`src/rtl/cpu_types_pkg.sv`:
```
// -----------------------------------------------------------------------------
// cpu_types_pkg
// Shared types for the CPU memory subsystem.
//   word_t      : 32-bit machine word
//   ramstate_t  : status reported by the RAM model each cycle
//   arb_state_t : memory arbiter grant state
// -----------------------------------------------------------------------------
package cpu_types_pkg;

  typedef logic [31:0] word_t;

  typedef enum logic [1:0] {
    FREE   = 2'd0,
    BUSY   = 2'd1,
    ACCESS = 2'd2,
    ERROR  = 2'd3
  } ramstate_t;

  typedef enum logic [1:0] {
    IDLE   = 2'd0,
    IGRANT = 2'd1,
    DGRANT = 2'd2
  } arb_state_t;

endpackage

```
`src/rtl/memory_arbiter_if.sv`:
```
// -----------------------------------------------------------------------------
// memory_arbiter_if
// Bundles the fetch request, data request and RAM port signals that pass
// through the memory arbiter.
//   master : requesters and RAM model (drive requests, RAM status/read data)
//   slave  : the arbiter (drives stalls, returned words, RAM enables/address)
// -----------------------------------------------------------------------------
interface memory_arbiter_if;
  import cpu_types_pkg::*;

  // fetch side
  logic      iREN;
  word_t     iaddr;
  logic      iwait;
  word_t     iload;

  // data side
  logic      dREN;
  logic      dWEN;
  word_t     daddr;
  word_t     dstore;
  logic      dwait;
  word_t     dload;

  // RAM side
  logic      ramREN;
  logic      ramWEN;
  word_t     ramaddr;
  word_t     ramstore;
  word_t     ramload;
  ramstate_t ramstate;

  // sticky error flag
  logic      mem_err;

  modport master (
    output iREN, iaddr, dREN, dWEN, daddr, dstore, ramload, ramstate,
    input  iwait, iload, dwait, dload, ramREN, ramWEN, ramaddr, ramstore, mem_err
  );

  modport slave (
    input  iREN, iaddr, dREN, dWEN, daddr, dstore, ramload, ramstate,
    output iwait, iload, dwait, dload, ramREN, ramWEN, ramaddr, ramstore, mem_err
  );

endinterface

```
`src/rtl/arb_counter.sv`:
```
// -----------------------------------------------------------------------------
// arb_counter
// Up-counter used by the memory arbiter for its starvation and timeout counts.
//   clk, n_rst  : clock, asynchronous active-low reset
//   clear       : synchronous clear (wins over enable)
//   enable      : count up by one this cycle
//   match_value : terminal value to compare against
//   at_match    : high while the count equals match_value
// With SATURATE set the count holds at all-ones instead of wrapping.
// -----------------------------------------------------------------------------
module arb_counter #(
  parameter int WIDTH    = 4,
  parameter bit SATURATE = 1'b1
) (
  input  logic             clk,
  input  logic             n_rst,
  input  logic             clear,
  input  logic             enable,
  input  logic [WIDTH-1:0] match_value,
  output logic             at_match
);

  logic [WIDTH-1:0] count;
  logic             at_max;

  assign at_max   = (count == {WIDTH{1'b1}});
  assign at_match = (count == match_value);

  always_ff @(posedge clk or negedge n_rst) begin
    if (!n_rst) begin
      count <= '0;
    end else if (clear) begin
      count <= '0;
    end else if (enable && !(SATURATE && at_max)) begin
      count <= count + WIDTH'(1);
    end
  end

endmodule

```
`src/rtl/memory_arbiter.sv`:
```
// -----------------------------------------------------------------------------
// memory_arbiter
// Shares one RAM port between instruction fetch and data access.
// Data wins arbitration unless fetch has watched STARVE_LIMIT consecutive data
// completions, in which case fetch is forced through. A grant that sees no
// ACCESS/ERROR within TIMEOUT cycles is aborted and flagged in mem_err.
//   clk    : system clock, rising edge
//   n_rst  : asynchronous active-low reset
//   bus    : slave side of memory_arbiter_if (fetch, data and RAM signals)
// Parameters:
//   STARVE_LIMIT (0..15, 0 = pure data priority)
//   TIMEOUT      (2..255 cycles per grant)
// -----------------------------------------------------------------------------
module memory_arbiter
  import cpu_types_pkg::*;
#(
  parameter int STARVE_LIMIT = 4,
  parameter int TIMEOUT      = 64
) (
  input logic             clk,
  input logic             n_rst,
  memory_arbiter_if.slave bus
);

  localparam logic [3:0] STARVE_MATCH = 4'(STARVE_LIMIT);
  localparam logic [7:0] TIMEOUT_LAST = 8'(TIMEOUT - 1);
  localparam bit         STARVE_ON    = (STARVE_LIMIT != 0);

  arb_state_t state, next_state;

  logic  dreq;
  logic  ram_done;
  logic  starve_at_limit;
  logic  starve_force;
  logic  timeout_hit;
  logic  icomplete, dcomplete;
  logic  starve_clear, starve_inc;
  logic  set_err;
  logic  mem_err_q;
  logic  ram_ren, ram_wen;
  word_t ram_addr, ram_store, iload, dload;

  assign dreq         = bus.dREN | bus.dWEN;
  assign ram_done     = (bus.ramstate == ACCESS) || (bus.ramstate == ERROR);
  assign starve_force = bus.iREN && STARVE_ON && starve_at_limit;

  // State register; reset drops straight back to IDLE so the RAM enables,
  // which decode from state, fall asynchronously with n_rst.
  always_ff @(posedge clk or negedge n_rst) begin
    if (!n_rst) begin
      state <= IDLE;
    end else begin
      state <= next_state;
    end
  end

  // Next-state and output decode. A withdrawn request ends the grant with no
  // completion; otherwise ACCESS/ERROR completes it, and the timeout aborts
  // it while the requester keeps waiting so it re-arbitrates from IDLE.
  always_comb begin
    next_state   = state;
    ram_ren      = 1'b0;
    ram_wen      = 1'b0;
    ram_addr     = '0;
    ram_store    = '0;
    iload        = '0;
    dload        = '0;
    icomplete    = 1'b0;
    dcomplete    = 1'b0;
    starve_clear = 1'b0;
    starve_inc   = 1'b0;
    set_err      = 1'b0;

    case (state)
      IDLE: begin
        if (dreq && !starve_force) begin
          next_state = DGRANT;
        end else if (bus.iREN) begin
          next_state = IGRANT;
        end
      end

      IGRANT: begin
        ram_ren  = bus.iREN;
        ram_addr = bus.iaddr;
        if (!bus.iREN) begin
          next_state = IDLE;
        end else if (ram_done) begin
          icomplete    = 1'b1;
          iload        = bus.ramload;
          starve_clear = 1'b1;
          set_err      = (bus.ramstate == ERROR);
          next_state   = IDLE;
        end else if (timeout_hit) begin
          set_err    = 1'b1;
          next_state = IDLE;
        end
      end

      DGRANT: begin
        ram_wen   = bus.dWEN;
        ram_ren   = bus.dREN && !bus.dWEN;
        ram_addr  = bus.daddr;
        ram_store = bus.dstore;
        if (!dreq) begin
          next_state = IDLE;
        end else if (ram_done) begin
          dcomplete    = 1'b1;
          dload        = bus.dWEN ? '0 : bus.ramload;
          starve_inc   = bus.iREN;
          starve_clear = !bus.iREN;
          set_err      = (bus.ramstate == ERROR);
          next_state   = IDLE;
        end else if (timeout_hit) begin
          set_err    = 1'b1;
          next_state = IDLE;
        end
      end

      default: next_state = IDLE;
    endcase
  end

  // Sticky error flag, cleared only by reset.
  always_ff @(posedge clk or negedge n_rst) begin
    if (!n_rst) begin
      mem_err_q <= 1'b0;
    end else if (set_err) begin
      mem_err_q <= 1'b1;
    end
  end

  // Counts data completions that happened while fetch was waiting.
  arb_counter #(.WIDTH(4), .SATURATE(1'b1)) u_starve (
    .clk         (clk),
    .n_rst       (n_rst),
    .clear       (starve_clear),
    .enable      (starve_inc),
    .match_value (STARVE_MATCH),
    .at_match    (starve_at_limit)
  );

  // Cycles spent in the current grant; cleared whenever the grant ends.
  arb_counter #(.WIDTH(8), .SATURATE(1'b1)) u_timeout (
    .clk         (clk),
    .n_rst       (n_rst),
    .clear       (next_state == IDLE),
    .enable      (state != IDLE),
    .match_value (TIMEOUT_LAST),
    .at_match    (timeout_hit)
  );

  assign bus.ramREN   = ram_ren;
  assign bus.ramWEN   = ram_wen;
  assign bus.ramaddr  = ram_addr;
  assign bus.ramstore = ram_store;
  assign bus.iload    = iload;
  assign bus.dload    = dload;
  assign bus.iwait    = bus.iREN && !icomplete;
  assign bus.dwait    = dreq && !dcomplete;
  assign bus.mem_err  = mem_err_q;

  // Simultaneous read and write is a requester bug; the write is served.
  rw_exclusive: assert property (@(posedge clk) disable iff (!n_rst)
                                 !(bus.dREN && bus.dWEN))
    else $error("memory_arbiter: dREN and dWEN high together, write served");

endmodule

```
`src/flat_wrapper.sv`:
```
// flat-port wrapper written by rule: the top's interface ports become plain ports
module memory_arbiter_flat import cpu_types_pkg::*;
#(
  parameter int STARVE_LIMIT = 4,
  parameter int TIMEOUT      = 64
)
  (clk, n_rst, bus_iREN, bus_iaddr, bus_dREN, bus_dWEN, bus_daddr, bus_dstore, bus_ramload, bus_ramstate, bus_iwait, bus_iload, bus_dwait, bus_dload, bus_ramREN, bus_ramWEN, bus_ramaddr, bus_ramstore, bus_mem_err);
  memory_arbiter_if bus_i ();
  input logic clk;
  input logic n_rst;
  input wire logic [$bits(bus_i.iREN)-1:0] bus_iREN;
  input wire logic [$bits(bus_i.iaddr)-1:0] bus_iaddr;
  input wire logic [$bits(bus_i.dREN)-1:0] bus_dREN;
  input wire logic [$bits(bus_i.dWEN)-1:0] bus_dWEN;
  input wire logic [$bits(bus_i.daddr)-1:0] bus_daddr;
  input wire logic [$bits(bus_i.dstore)-1:0] bus_dstore;
  input wire logic [$bits(bus_i.ramload)-1:0] bus_ramload;
  input wire logic [$bits(bus_i.ramstate)-1:0] bus_ramstate;
  output wire logic [$bits(bus_i.iwait)-1:0] bus_iwait;
  output wire logic [$bits(bus_i.iload)-1:0] bus_iload;
  output wire logic [$bits(bus_i.dwait)-1:0] bus_dwait;
  output wire logic [$bits(bus_i.dload)-1:0] bus_dload;
  output wire logic [$bits(bus_i.ramREN)-1:0] bus_ramREN;
  output wire logic [$bits(bus_i.ramWEN)-1:0] bus_ramWEN;
  output wire logic [$bits(bus_i.ramaddr)-1:0] bus_ramaddr;
  output wire logic [$bits(bus_i.ramstore)-1:0] bus_ramstore;
  output wire logic [$bits(bus_i.mem_err)-1:0] bus_mem_err;
  assign bus_i.iREN = bus_iREN;
  assign bus_i.iaddr = bus_iaddr;
  assign bus_i.dREN = bus_dREN;
  assign bus_i.dWEN = bus_dWEN;
  assign bus_i.daddr = bus_daddr;
  assign bus_i.dstore = bus_dstore;
  assign bus_i.ramload = bus_ramload;
  assign bus_i.ramstate = bus_ramstate;
  assign bus_iwait = bus_i.iwait;
  assign bus_iload = bus_i.iload;
  assign bus_dwait = bus_i.dwait;
  assign bus_dload = bus_i.dload;
  assign bus_ramREN = bus_i.ramREN;
  assign bus_ramWEN = bus_i.ramWEN;
  assign bus_ramaddr = bus_i.ramaddr;
  assign bus_ramstore = bus_i.ramstore;
  assign bus_mem_err = bus_i.mem_err;
  memory_arbiter #(.STARVE_LIMIT(STARVE_LIMIT), .TIMEOUT(TIMEOUT)) u_core (.clk(clk), .n_rst(n_rst), .bus(bus_i));
endmodule
```
`config.mk`:
```
export PLATFORM = sky130hd
export DESIGN_NAME = memory_arbiter_flat
export DESIGN_NICKNAME = d
export VERILOG_FILES = /design/src/rtl/cpu_types_pkg.sv /design/src/rtl/memory_arbiter_if.sv /design/src/rtl/arb_counter.sv /design/src/rtl/memory_arbiter.sv /design/src/flat_wrapper.sv
export SDC_FILE = /design/constraint.sdc
export NUM_CORES = 1
export LEC_CHECK = 0
export ABC_AREA = 1
export BUFFER_PORTS_ARGS = -buffer_cell sky130_fd_sc_hd__buf_2
export CAP_MARGIN = 20
export CORE_AREA = 5 5 101 103
export DETAILED_ROUTE_END_ITERATION = 8
export DIE_AREA = 0 0 106 108
export PLACE_DENSITY = 0.67
export SLEW_MARGIN = 20
export SYNTH_ARGS = -nofsm -noshare
export SYNTH_HDL_FRONTEND = slang
export SYNTH_HIERARCHICAL = 1
export SYNTH_SLANG_ARGS = --single-unit
export TNS_END_PERCENT = 20
```
`constraint.sdc`:
```
create_clock -name clk -period 1.8 [get_ports clk]
set_input_delay 0.18 -clock clk [delete_from_list [all_inputs] [get_ports clk]]
set_output_delay 0.18 -clock clk [all_outputs]
set_load 0.02 [all_outputs]
```
==> run_results.csv <==
group,metric,value,unit
global_route,global_route.peak_usage_layer,"met2",
sta,finalClockSkew,0.00296,ns
setup_path,cpLargestDelayFamily,"buffers and inverters",
layout,antennaDiodeCount,0,
yosys,synthMuxAreaShare,0,
setup_path,crit_chain,"inv_2 > ha_4 > buf_8 > clkbuf_16 > nand2_1 > a21oi_1 > buf_4",
setup_path,cp_max_delay_cell,"dfrtp_1",
sta,layout_setup_ws,-0.0518,ns
sta,worst_hold_slack,0.312,ns
floorplan,design.die.area,11400,um^2
setup_path,critical_path.endpoint_type,"primary output",
setup_path,cp-endpoint,"bus_ramaddr[17]",
routing,num_vias,3752,
layout,layout-area-overhead-vs-synth,90.6,%
setup_path,cp_num_cells,7,
sta,grt_setup_unrepaired,"yes",
layout,non_filler_instances,853,
setup_path,timing.reg2reg.worst_path_depth,10,
yosys,yosys.area_share.simple,0.443,
yosys,synth_top_family_by_area,"simple AND/OR/NAND/NOR gates",
power_and_ir_drop,p_switching,2.53,mW
clock_network,clock_tree_from_tritoncts,"done",
yosys,post_synth_xor_area_fraction,0.0478,
yosys,synth.lib_cells_used.distinct,29,
yosys,synth_area_leader_cell,"nand2_1",
routing,detail_route.wl_per_cell,14.9,um
clock_network,cts_root_buf,"clkbuf_8",
layout,fin_util,0.499,
placement,port_buffer_cells,267,
floorplan,initial_core_util,0.262,
sta,finalCriticalPeriod,1.85,ns
global_route,antenna_found_initial,1,
sta,final-setup-viol-count,3,
power_and_ir_drop,worst_ir_drop_vdd,0.512,mV
sta,count_of_endpoints_failing_hold_in_the_final_timing_report,0,
global_route,first_global_vias,3342,
setup_path,crit_required,1.62,ns
min_path,hold_path.class,"primary input to flip-flop",
yosys,synth.cells.most_frequent,"139 x nand2_1, 83 x inv_1, 74 x nor2_1, 40 x a21oi_1, 20 x nand3_1",
routing,remaining_drcs,0,
yosys,netlist.area_leader.share,0.219,
sta,portion_of_the_clock_cycle_consumed_by_the_worst_path_in_the_final_layout,1.03,
outcome,run_status,"finished, violations left",
yosys,synth_area_per_cell,5.30,um^2
yosys,post_synth_main_area_contributors,"nand2_1 22%, dfrtp_1 16%, inv_1 13%",
yosys,yosys.area_share.adder,0.0315,
yosys,yosysSeqAreaShare,0.157,
setup_path,wp_data_arrival,1.67,ns
global_route,grt_pass1_wl,17.7,mm
sta,timing.fmax,0.540,GHz
routing,detail-route-antenna-nets,0,
global_route,grt_max_degree,33,
power_and_ir_drop,leakage,2.89,nW
setup_path,regToRegStartpoint,"u_core/state[1]",
clock_network,clk_latency,0.24,ns
placement,post_dp_cell_area,3950,um^2
yosys,synthFlopType,"dfrtp_1",
global_route,use_met2,0.337,
setup_path,crit_path_start,"u_core/state[0]",
floorplan,fp.dieH,108,um
clock_network,cts.clk_slew.worst_paths,0.06,ns
yosys,synth_enable_flop_cells,0,
setup_path,path_buf_inv,4,
yosys,synth.ff_latch_count,15,
yosys,yosys_warnings,6,
clock_network,cts.sink_count,15,
run,maximum_capacitance_violations,0,
floorplan,floorplan.die.width,106,um
sta,finalMaxSlewViolations,0,
setup_path,critical_path.max_stage_delay,0.38,ns
global_route,globalRouteMet1Util,0.247,
yosys,ys_async_sr_fraction,1.00,
clock_network,htree_levels,1,
global_route,gr-usage-met3,0.0406,
floorplan,top_level_ports,268,
setup_path,timing.setup.critical_path_class,"flip-flop to primary output",
power_and_ir_drop,power_report.internal_total,2.17,mW
setup_path,reg2reg_to,"u_core/u_timeout/count[2]",
layout,fillCellCount,946,
routing,drt_wl_total,12.7,mm
placement,placement.setup.worst_slack,-0.00940,ns
placement,dp.final_hpwl,10.3,mm
yosys,synth_compound_gate_area_share,0.110,
routing,iter_0_drt_violations,313,
yosys,post_synth_instance_area,2380,um^2
placement,gp_congestion,0.897,
floorplan,floorplan.rows,35,
power_and_ir_drop,relative_contribution_of_the_clock_network_to_total_power,0.057,
clock_network,tritoncts.num_buffers,3,
setup_path,crit_fanout,15,
yosys,yosysMostFrequentCell,"nand2_1",
layout,final_cell_area,4540,um^2
clock_network,cts-root-to-sink-buffers,2,
power_and_ir_drop,power_density,1030,nW/um^2
layout,drive_above_1_share,0.489,
setup_path,setup.worst_path.start_class,"flip-flop",
floorplan,fp.coreArea,9110,um^2
min_path,whs_path_depth,4,
yosys,synth_cells,450,
outcome,failed_checks,"negative setup slack",
power_and_ir_drop,share_comb_of_total_power,0.843,
routing,routed_via_count_divided_by_cell_count,4.40,
power_and_ir_drop,netSwitchingFraction,0.539,
global_route,grt_usage,0.191,
routing,detailedRoute.firstPassIterationCount,5,
min_path,worst_hold_startpoint,"bus_ramstate[0]",
global_route,overflow,0,
setup_path,reg2reg_slack,0.15,ns
layout,fin_nets,884,
power_and_ir_drop,sequentialPowerShare,0.099,
placement,dp_cells,837,
power by group through the flow:
| stage | logic, mW | registers, mW | clock network (mW) |
|---|---|---|---|
| after floorplan | 2.04 | 0.500 | 0 |
| after global placement | 3.21 | 0.472 | 0 |
| after detailed placement | 3.20 | 0.473 | 0 |
| after CTS | 3.39 | 0.464 | 0.284 |
| after global routing | 4.28 | 0.476 | 0.296 |
| final | 3.96 | 0.467 | 0.269 |
sequential cells by signal (all words and copies together) (netlist names):
| signal | cells |
|---|---|
| u_core/u_timeout/count | 8 |
| u_core/state | 2 |
| u_core/bus.mem_err | 1 |
| u_core/u_starve/count | 4 |
per-layer routing:
| metal | vias up | routed length (um) |
|---|---|---|
| met5 | - | 19 |
| met3 | 16 | 954 |
| li1 | 1905 | - |
| met1 | 1688 | 5040 |
| met2 | 141 | 6530 |
| met4 | 2 | 164 |
placed cells by master (no fill, tap or decap), types with 2 or more instances in the layout:
master | Yosys | layout
conb_1 | 2 | 12
buf_6 | 5 | 6
clkbuf_8 | 0 | 3
ha_4 | 0 | 3
xor2_1 | 3 | 3
buf_2 | 10 | 198
nand3_1 | 20 | 20
inv_2 | 5 | 7
ha_1 | 6 | 3
dfrtp_1 | 15 | 15
xnor2_1 | 10 | 10
buf_4 | 5 | 87
a21oi_1 | 40 | 15
o21bai_1 | 2 | 2
buf_8 | 0 | 3
o21ai_0 | 2 | 2
nand2_1 | 139 | 134
nor3_1 | 3 | 3
buf_12 | 0 | 4
nand2_4 | 0 | 2
nand2_2 | 3 | 6
clkbuf_16 | 0 | 3
nand4_1 | 6 | 6
nor2_2 | 2 | 7
nor2_1 | 74 | 69
nor2_4 | 3 | 3
a21oi_2 | 0 | 25
inv_1 | 83 | 80
cells by family after synthesis:
kind of cell    after synthesis
buf+inv                     113
simple gates                252
fa+ha+maj                     6
xor+xnor                     13
flops                        15
other cells                   2
compound gates               49
what timing repair did:
| item | 4_1_cts | 5_1_grt |
|---|---|---|
| setup buffers | 4 | 4 |
| endpoints found under the setup margin | 100 | 93 |
| gates cloned | 0 | 3 |
| resized for setup | 24 | 107 |
| hold buffers | 1 | 0 |
| pin swaps | 1 | 5 |
| hold endpoints to repair | 15 | 0 |
worst min-delay path, delay by kind of cell:
kind | cells | cell delay [ns]
buffers and inverters | 2 | 0.10
AOI/OAI and AO/OA | 2 | 0.23
per-stage QoR:
stage / power (mW) / TNS, ns
finish: 4.70 / -0.0710
global placement: 3.68 / 0
CTS: 4.14 / 0
global route: 5.05 / -2.02
detailed placement: 3.67 / -0.0112
floorplan: 2.53 / 0
final cells by class:
type | count | area (um^2) | share of cell area
well taps | 111 | 139 | 0.0306
clock buffers | 4 | 45.0 | 0.00992
multi-input cells | 332 | 1720 | 0.379
inverters | 89 | 338 | 0.0744
repair buffers | 302 | 1920 | 0.423
flip-flops and latches | 15 | 375 | 0.0826
worst min-delay path by stage:
| stage | to | slack (ns) |
|---|---|---|
| floorplan | u_core/bus.mem_err | -0.12 |
| global placement | u_core/u_timeout/count[3] | 0.12 |
| detailed placement | u_core/u_timeout/count[3] | 0.12 |
| CTS | u_core/bus.mem_err | 0.32 |
| global route | u_core/bus.mem_err | 0.35 |
| finish | u_core/bus.mem_err | 0.31 |
Power figures use the tool's default switching activity.
